$ cat src/rtl/camera_capture.sv
// Captures RGB444 pixels from an 8-bit camera byte bus into a FIFO, framed by vsync/href; write lands 2 edges after byte1.
// No backpressure: wfull drops the pixel (overflow, drop_count). `CAPTURE_DROP_CNT_EN enables the drop counter.
module camera_capture #(
    parameter int DATA_WIDTH = 12,
    parameter int H_ACTIVE   = 640,
    parameter int V_ACTIVE   = 480
) (
    input  logic                  clk_write,
    input  logic                  rst_n,
    input  logic                  vsync,
    input  logic                  href,
    input  logic [7:0]            cam_data,
    input  logic                  wfull,
    output logic                  write,
    output logic [DATA_WIDTH-1:0] write_data,
    output logic                  frame_start,
    output logic                  frame_done,
    output logic                  overflow,
    output logic                  line_err,
    output logic [15:0]           drop_count
);

    localparam logic [1:0] S_IDLE        = 2'd0;
    localparam logic [1:0] S_WAIT_VS_LOW = 2'd1;
    localparam logic [1:0] S_ACTIVE      = 2'd2;

    logic                  vs_q, hr_q, vs_prev_q, hr_prev_q;
    logic [7:0]            dat_q;
    logic [1:0]            state_q, state_d;
    logic                  phase_q, phase_d;
    logic [3:0]            r_q, r_d;
    logic [9:0]            x_q, x_d;
    logic [15:0]           y_q, y_d;
    logic                  write_q, write_d;
    logic [DATA_WIDTH-1:0] write_data_q, write_data_d;
    logic                  frame_start_q, frame_start_d;
    logic                  frame_done_q, frame_done_d;
    logic                  overflow_q, overflow_d;
    logic                  line_err_q, line_err_d;
    logic                  vs_rise, vs_fall, hr_fall;

    assign vs_rise = vs_q & ~vs_prev_q;
    assign vs_fall = ~vs_q & vs_prev_q;
    assign hr_fall = ~hr_q & hr_prev_q;

    always_comb begin
        state_d       = state_q;
        phase_d       = phase_q;
        r_d           = r_q;
        x_d           = x_q;
        y_d           = y_q;
        write_d       = 1'b0;
        write_data_d  = write_data_q;
        frame_start_d = 1'b0;
        frame_done_d  = 1'b0;
        overflow_d    = overflow_q;
        line_err_d    = line_err_q;
        case (state_q)
            S_IDLE: begin
                if (vs_q) state_d = S_WAIT_VS_LOW;
            end
            S_WAIT_VS_LOW: begin
                if (vs_fall) begin
                    state_d       = S_ACTIVE;
                    frame_start_d = 1'b1;
                    phase_d       = 1'b0;
                    x_d           = '0;
                    y_d           = '0;
                    overflow_d    = 1'b0;
                    line_err_d    = 1'b0;
                end
            end
            S_ACTIVE: begin
                if (hr_q) begin
                    if (!phase_q) begin
                        r_d     = dat_q[3:0];
                        phase_d = 1'b1;
                    end else begin
                        phase_d = 1'b0;
                        if (x_q != 10'h3FF) x_d = x_q + 10'd1;
                        if (wfull) begin
                            overflow_d = 1'b1;
                        end else begin
                            write_d      = 1'b1;
                            write_data_d = DATA_WIDTH'({r_q, dat_q});
                        end
                    end
                end else if (hr_fall) begin
                    if (phase_q || (x_q != 10'(H_ACTIVE))) line_err_d = 1'b1;
                    phase_d = 1'b0;
                    x_d     = '0;
                    y_d     = y_q + 16'd1;
                    if (y_q + 16'd1 == 16'(V_ACTIVE)) begin
                        frame_done_d = 1'b1;
                        state_d      = S_WAIT_VS_LOW;
                    end
                end
                // A pixel completing alongside the vsync rise is still written above.
                if (vs_rise) begin
                    state_d = S_WAIT_VS_LOW;
                    phase_d = 1'b0;
                end
            end
            default: state_d = S_IDLE;
        endcase
    end

    always_ff @(posedge clk_write or negedge rst_n) begin
        if (!rst_n) begin
            vs_q          <= 1'b0;
            hr_q          <= 1'b0;
            dat_q         <= '0;
            vs_prev_q     <= 1'b0;
            hr_prev_q     <= 1'b0;
            state_q       <= S_IDLE;
            phase_q       <= 1'b0;
            r_q           <= '0;
            x_q           <= '0;
            y_q           <= '0;
            write_q       <= 1'b0;
            write_data_q  <= '0;
            frame_start_q <= 1'b0;
            frame_done_q  <= 1'b0;
            overflow_q    <= 1'b0;
            line_err_q    <= 1'b0;
        end else begin
            vs_q          <= vsync;
            hr_q          <= href;
            dat_q         <= cam_data;
            vs_prev_q     <= vs_q;
            hr_prev_q     <= hr_q;
            state_q       <= state_d;
            phase_q       <= phase_d;
            r_q           <= r_d;
            x_q           <= x_d;
            y_q           <= y_d;
            write_q       <= write_d;
            write_data_q  <= write_data_d;
            frame_start_q <= frame_start_d;
            frame_done_q  <= frame_done_d;
            overflow_q    <= overflow_d;
            line_err_q    <= line_err_d;
        end
    end

`ifdef CAPTURE_DROP_CNT_EN
    logic        drop_inc;
    logic [15:0] drop_cnt_q;

    assign drop_inc = (state_q == S_ACTIVE) && hr_q && phase_q && wfull;

    always_ff @(posedge clk_write or negedge rst_n) begin
        if (!rst_n) begin
            drop_cnt_q <= '0;
        end else if (drop_inc && (drop_cnt_q != 16'hFFFF)) begin
            drop_cnt_q <= drop_cnt_q + 16'd1;
        end
    end

    assign drop_count = drop_cnt_q;
`else
    assign drop_count = '0;
`endif

    assign write       = write_q;
    assign write_data  = write_data_q;
    assign frame_start = frame_start_q;
    assign frame_done  = frame_done_q;
    assign overflow    = overflow_q;
    assign line_err    = line_err_q;

endmodule

$ cat config.mk
export PLATFORM = sky130hd
export DESIGN_NAME = camera_capture
export DESIGN_NICKNAME = d
export VERILOG_FILES = /design/src/rtl/camera_capture.sv
export SDC_FILE = /design/constraint.sdc
export NUM_CORES = 1
export LEC_CHECK = 0
export BUFFER_PORTS_ARGS = -buffer_cell sky130_fd_sc_hd__buf_4
export CAP_MARGIN = 20
export CORE_UTILIZATION = 35
export DETAILED_ROUTE_END_ITERATION = 8
export SYNTH_ARGS = -nofsm -noshare
export SYNTH_HDL_FRONTEND = slang
export SYNTH_SLANG_ARGS = --single-unit
$ cat constraint.sdc
create_clock -name clk_write -period 5.95 [get_ports clk_write]
set_clock_uncertainty 0.1 [all_clocks]
set_input_delay 0.595 -clock clk_write [delete_from_list [all_inputs] [get_ports clk_write]]
set_output_delay 0.595 -clock clk_write [all_outputs]
set_load 0.03 [all_outputs]
# Yosys cells after proc, flatten, opt, wreduce, memory -nomap -nowiden
# Index checks and enable logic that the tools add are counted.
dict set report totals {
  input_bits 13
  elab_cells 98
  register_bits 62
  out_inout_bits 33
}
dict set report op_classes {
  n_reduce_logical 11
  n_eq_ne 20
  muxes 41
  n_bitwise 8
  add_sub_neg 2
}
# cell count
set ops {}
lappend ops {{$mux 10} 5}
lappend ops {{$mux 16} 3}
lappend ops {{$pmux 16 s2} 1}
lappend ops {{$mux 1} 21}
lappend ops {{$ne 10x10->1 const B} 2}
lappend ops {{$pmux 10 s2} 1}
lappend ops {{$reduce_and 5->1} 4}
lappend ops {{$ne 3x3->1 const B} 6}
lappend ops {{$add 16x1->16 const B} 1}
lappend ops {{$eq 16x9->1 const B} 1}
lappend ops {{$ne 2x2->1 const B} 8}
lappend ops {{$mux 2} 6}
lappend ops {{$add 10x1->10 const B} 1}
lappend ops {{$reduce_and 4->1} 2}
lappend ops {{$pmux 1 s2} 3}
lappend ops {{$pmux 2 s3} 1}
lappend ops {{$reduce_and 3->1} 2}
lappend ops {{$not 1->1} 5}
lappend ops {{$ne 4x4->1 const B} 1}
lappend ops {{$and 1x1->1} 3}
lappend ops {{$eq 2x1->1 const B} 1}
lappend ops {{$eq 2x2->1 const B} 1}
lappend ops {{$logic_not 2->1} 1}
lappend ops {{$reduce_bool 2->1} 1}
lappend ops {{$logic_or 1x1->1} 1}

# Depth between registers and ports, before layout
dict set report depth {
  depth_word 7
  ltp_mapped 8
  mapped_depth_nobuf 8
}

# Least setup slack after synthesis
# OpenSTA, ideal clock, no wires.
dict set report synth_path {
  kind {reg-to-reg}
  start {register y_q[0]}
  end {register state_q[0]}
  arrival_time_ns 2.050
  setup_time_ns 0.130
  slack_ns 3.670
  stages_incl_launch_ff 9
  t_required_ns 5.720
  path_buffers 1
  path_cell_list {dfrtp_1 ha_1 buf_2 nand3_1 nor4_1 xor2_1 or4_1 o221ai_2 o41ai_1}
}
dict set report synth_via {
  elab_chain_cells 4
}
# element line
set synth_rtl {}
lappend synth_rtl {{start, declared} 33} ;# logic [15:0] y_q, y_d;
lappend synth_rtl {{start signal, assigned} 136} ;# y_q <= y_d;
lappend synth_rtl {{$add 16x1->16} 93} ;# if (y_q + 16'd1 == 16'(V_ACTIVE)) begin
lappend synth_rtl {{$eq 16x9->1} 93}
lappend synth_rtl {{$ne 3x3->1 (no line)} n/a}
lappend synth_rtl {{$reduce_and 5->1 (no line)} n/a}
lappend synth_rtl {{end signal, assigned} 132} ;# state_q <= state_d;
lappend synth_rtl {{end, declared} 29} ;# logic [1:0] state_q, state_d;
# Every way passes these cells.
# A chain may end at the register's enable or synchronous reset.

# Worst setup path in the final report
dict set report layout_path {
  start {register y_q[1]}
  end {register state_q[0]}
}
# The elaborated chain is that of the path after synthesis.

==> results.tsv <==
stage	metric	value	unit
route	routed_wl	6851	um
floorplan	ioPinCount	46	
yosys	synth_edf_count	0	
route	drtIter0Drc	133	
yosys	synth-main-ff-cell	dfrtp_1	
yosys	synth_top_area_cell	dfrtp_1	
floorplan	row_count	34	
critical_path	path_delay_family	simple AND/OR/NAND/NOR gates	
route	drtAntennaViolNets	0	
clocking	ctsResizeCount	0	
sta	setup_viol	0	
yosys	syn_area	3279	um^2
floorplan	die_y	98.80	um
yosys	synth_seq_cells	62	
critical_path	worstPathMaxFanout	11	
yosys	synth.avg_cell_area	9.109	um^2
critical_path	cp_slowest_stage_delay	0.60	ns
cells_and_area	syn2layout_area_growth	12.51	%
sta	timing.fmax	360.7	MHz
status	status	finished, final reports clean	
clocking	clk_pin_slew_worst_paths	0.07	ns
yosys	synth_area_leaders	dfrtp_1 47%, nand2_1 7.8%, o21ai_0 5.6%	
sta	timing.final.crit_period	2.772	ns
critical_path	crit_path_start_kind	register	
min_path	hold_class	primary input to asynchronous set/reset pin	
yosys	synth_top_area_share	47.31	%
yosys	async_flop_share	100.0	%
critical_path	r2r_cells	7	
global_routing	grtUsageTotal	15.11	%
floorplan	design.die.area	9760	um^2
critical_path	crit_chain	ha_1 -> nand3_1 -> nor4_1 -> xor2_1 -> or4_1 -> o221ai_2 -> o41ai_1	
clocking	numCtsBuffers	9	
critical_path	worst-setup-path-type	register to register	
route	routedWlPerCell	13.90	um
yosys	ys_seq_area_share	47.31	%
critical_path	cp.arrival	2.88	ns
global_routing	antenna_found_initial	0	
place	gp_congestion	0.8635	
floorplan	die_w	98.80	um
sta	slew_headroom	47.66	%
clocking	cts-root-buf	clkbuf_8	
route	vias	2642	
global_routing	grt_pass1_vias	2534	
route	drt_pass1_iterations	5	
clocking	cts_setup_buffers	0	
sta	worst_hold_slack	0.2365	ns
power	power_leakage	1.690	nW
sta	slew_violations	0	
critical_path	endpoint_kind	register	
sta	tightest_slew	0.7822	ns
sta	final.setup.tns	0	ns
cells_and_area	num-nets-final	401	
clocking	clk_path_buf_depth	2	
yosys	syn_inst	360	
global_routing	gr-total-overflow	0	
place	dp_hpwl	4619	um
cells_and_area	postLayoutCellArea	3690	um^2
place	port-buffer-count	29	
cells_and_area	diodes	0	
critical_path	cp.depth	7	
floorplan	placeableCoreArea	8891	um^2
sta	hold_violations	0	
sta	rsz0062_at_grt	no	
yosys	yosysWarnings	0	
place	placed_cell_area	3476	um^2
route	vias_per_cell	5.359	
power	p_total	1.152	mW
critical_path	required	6.06	ns
global_routing	grt_first_pass_wirelength	11690	um
critical_path	r2r_setup_slack	3.18	ns
cells_and_area	fin_util	41.50	%
sta	finalCritPeriodShare	46.59	%
critical_path	timing.critical_path.buf_inv	0	
power	peakVddDrop	0.1473	mV
cells_and_area	final_layout_size_suffix_gt1_share	14.03	%
clocking	clk_latency	0.35	ns
clocking	cts_tree	built	
critical_path	crit_slowest_cell	or4_1	
yosys	ys_types	50	
power	power_per_cell_area	312.2	nW/um^2
clocking	cts.sinks	62	
clocking	hold_buffers	0	
run	drv_cap	0	
route	drc	0	
floorplan	initial_core_util	36.88	%
global_routing	grt_max_degree	63	
clocking	htreeDepth	3	
## flip-flops by register name (all words and copies together) (netlist names), 2 cells and up
| register | count |
|---|---|
| y_q | 16 |
| write_data | 12 |
| x_q | 10 |
| dat_q | 8 |
| r_q | 4 |
| state_q | 2 |
## worst register-to-register path, stage by stage (launching register included)
cell and delay [ns]:
dfrtp_1 0.52, ha_1 0.41, nand3_1 0.21, nor4_1 0.39
xor2_1 0.15, or4_1 0.60, o221ai_2 0.18, o41ai_1 0.11
## per-layer routing
layer  vias to the layer above  GRT usage, %  wire [um]
met5                         -             0          0
met4                         0         5.855         74
met3                         8         5.106        402
met2                        90         22.97       3186
met1                      1258         19.89       3188
li1                       1286             -          -
## Yosys cell counts, types with 2 or more instances
cell type / n
nand2_1: 68
dfrtp_1: 62
o21ai_0: 37
nor2_1: 23
buf_4: 16
nand3_1: 13
a31oi_1: 11
buf_2: 11
nand4_1: 10
ha_1: 8
inv_1: 8
o31ai_1: 8
clkbuf_1: 7
nor3_1: 6
o21ai_1: 6
mux2_2: 5
nand2b_1: 5
a21oi_1: 4
and2_1: 4
and3_1: 4
a22o_1: 3
mux2i_1: 3
nor4_1: 3
or4_1: 3
a21boi_0: 2
a21o_1: 2
and4_1: 2
nor2b_1: 2
o41ai_1: 2
xor2_1: 2
## area by class of cell
type                       count  area, um^2
timing repair buffer          29       217.7
clock buffer                  10       127.6
clock inverter                 6       86.33
multi-input combinational    270        1541
sequential                    62        1551
fill                         856        5201
inverter                       8       30.03
tap                          108       135.1
## path summary, 6_finish.rpt
kind | from | end
setup / recovery | y_q[1]$_DFFE_PN0P_ | state_q[0]$_DFFE_PN0P_
hold / removal | rst_n | y_q[10]$_DFFE_PN0P_
setup reg to reg | y_q[1]$_DFFE_PN0P_ | state_q[0]$_DFFE_PN0P_
hold reg to reg | vs_q$_DFF_PN0_ | vs_prev_q$_DFF_PN0_
max in group asynchronous | rst_n | state_q[0]$_DFFE_PN0P_
min in group clk_write | cam_data[6] | dat_q[6]$_DFF_PN0_
## stage by stage
step / setup WS [ns] / std cells
after floorplan: 3.670 / 375
after global placement: 3.335 / 477
after detailed placement: 3.192 / 477
after CTS: 3.175 / 493
after global routing: 2.967 / 493
final: 3.178 / 493
## cells in the final DEF, fill, tap and decap left out, types with 2 or more instances in the layout
| cell type | Yosys | layout |
|---|---|---|
| a21boi_0 | 2 | 2 |
| a21o_1 | 2 | 2 |
| a21oi_1 | 4 | 4 |
| a22o_1 | 3 | 3 |
| a31oi_1 | 11 | 11 |
| and2_1 | 4 | 4 |
| and3_1 | 4 | 4 |
| and4_1 | 2 | 2 |
| buf_4 | 16 | 29 |
| bufinv_16 | 0 | 2 |
| clkbuf_8 | 0 | 9 |
| clkinv_2 | 0 | 2 |
| conb_1 | 1 | 16 |
| dfrtp_1 | 62 | 62 |
| ha_1 | 8 | 8 |
| inv_1 | 8 | 8 |
| mux2_2 | 5 | 5 |
| mux2i_1 | 3 | 3 |
| nand2_1 | 68 | 68 |
| nand2b_1 | 5 | 5 |
| nand3_1 | 13 | 13 |
| nand4_1 | 10 | 10 |
| nor2_1 | 23 | 23 |
| nor2b_1 | 2 | 2 |
| nor3_1 | 6 | 6 |
| nor4_1 | 3 | 3 |
| o21ai_0 | 37 | 37 |
| o21ai_1 | 6 | 6 |
| o31ai_1 | 8 | 8 |
| o41ai_1 | 2 | 2 |
| or4_1 | 3 | 3 |
| xor2_1 | 2 | 2 |
## kinds of logic after synthesis
logic type	count (synthesis)	synth area share, %
compound gates	82	15.34
xor+xnor	3	0.8014
fa+ha+maj	8	3.052
buf+inv	43	7.402
flops	62	47.31
mux	8	2.632
other cells	1	0.1144
simple gates	153	23.35
## power by group
part	total (mW)	internal [mW]	switching (mW)
sequential	0.482	0.455	0.0268
clock	0.408	0.235	0.173
combinational	0.262	0.0879	0.174
Power figures use the tool's default switching activity.
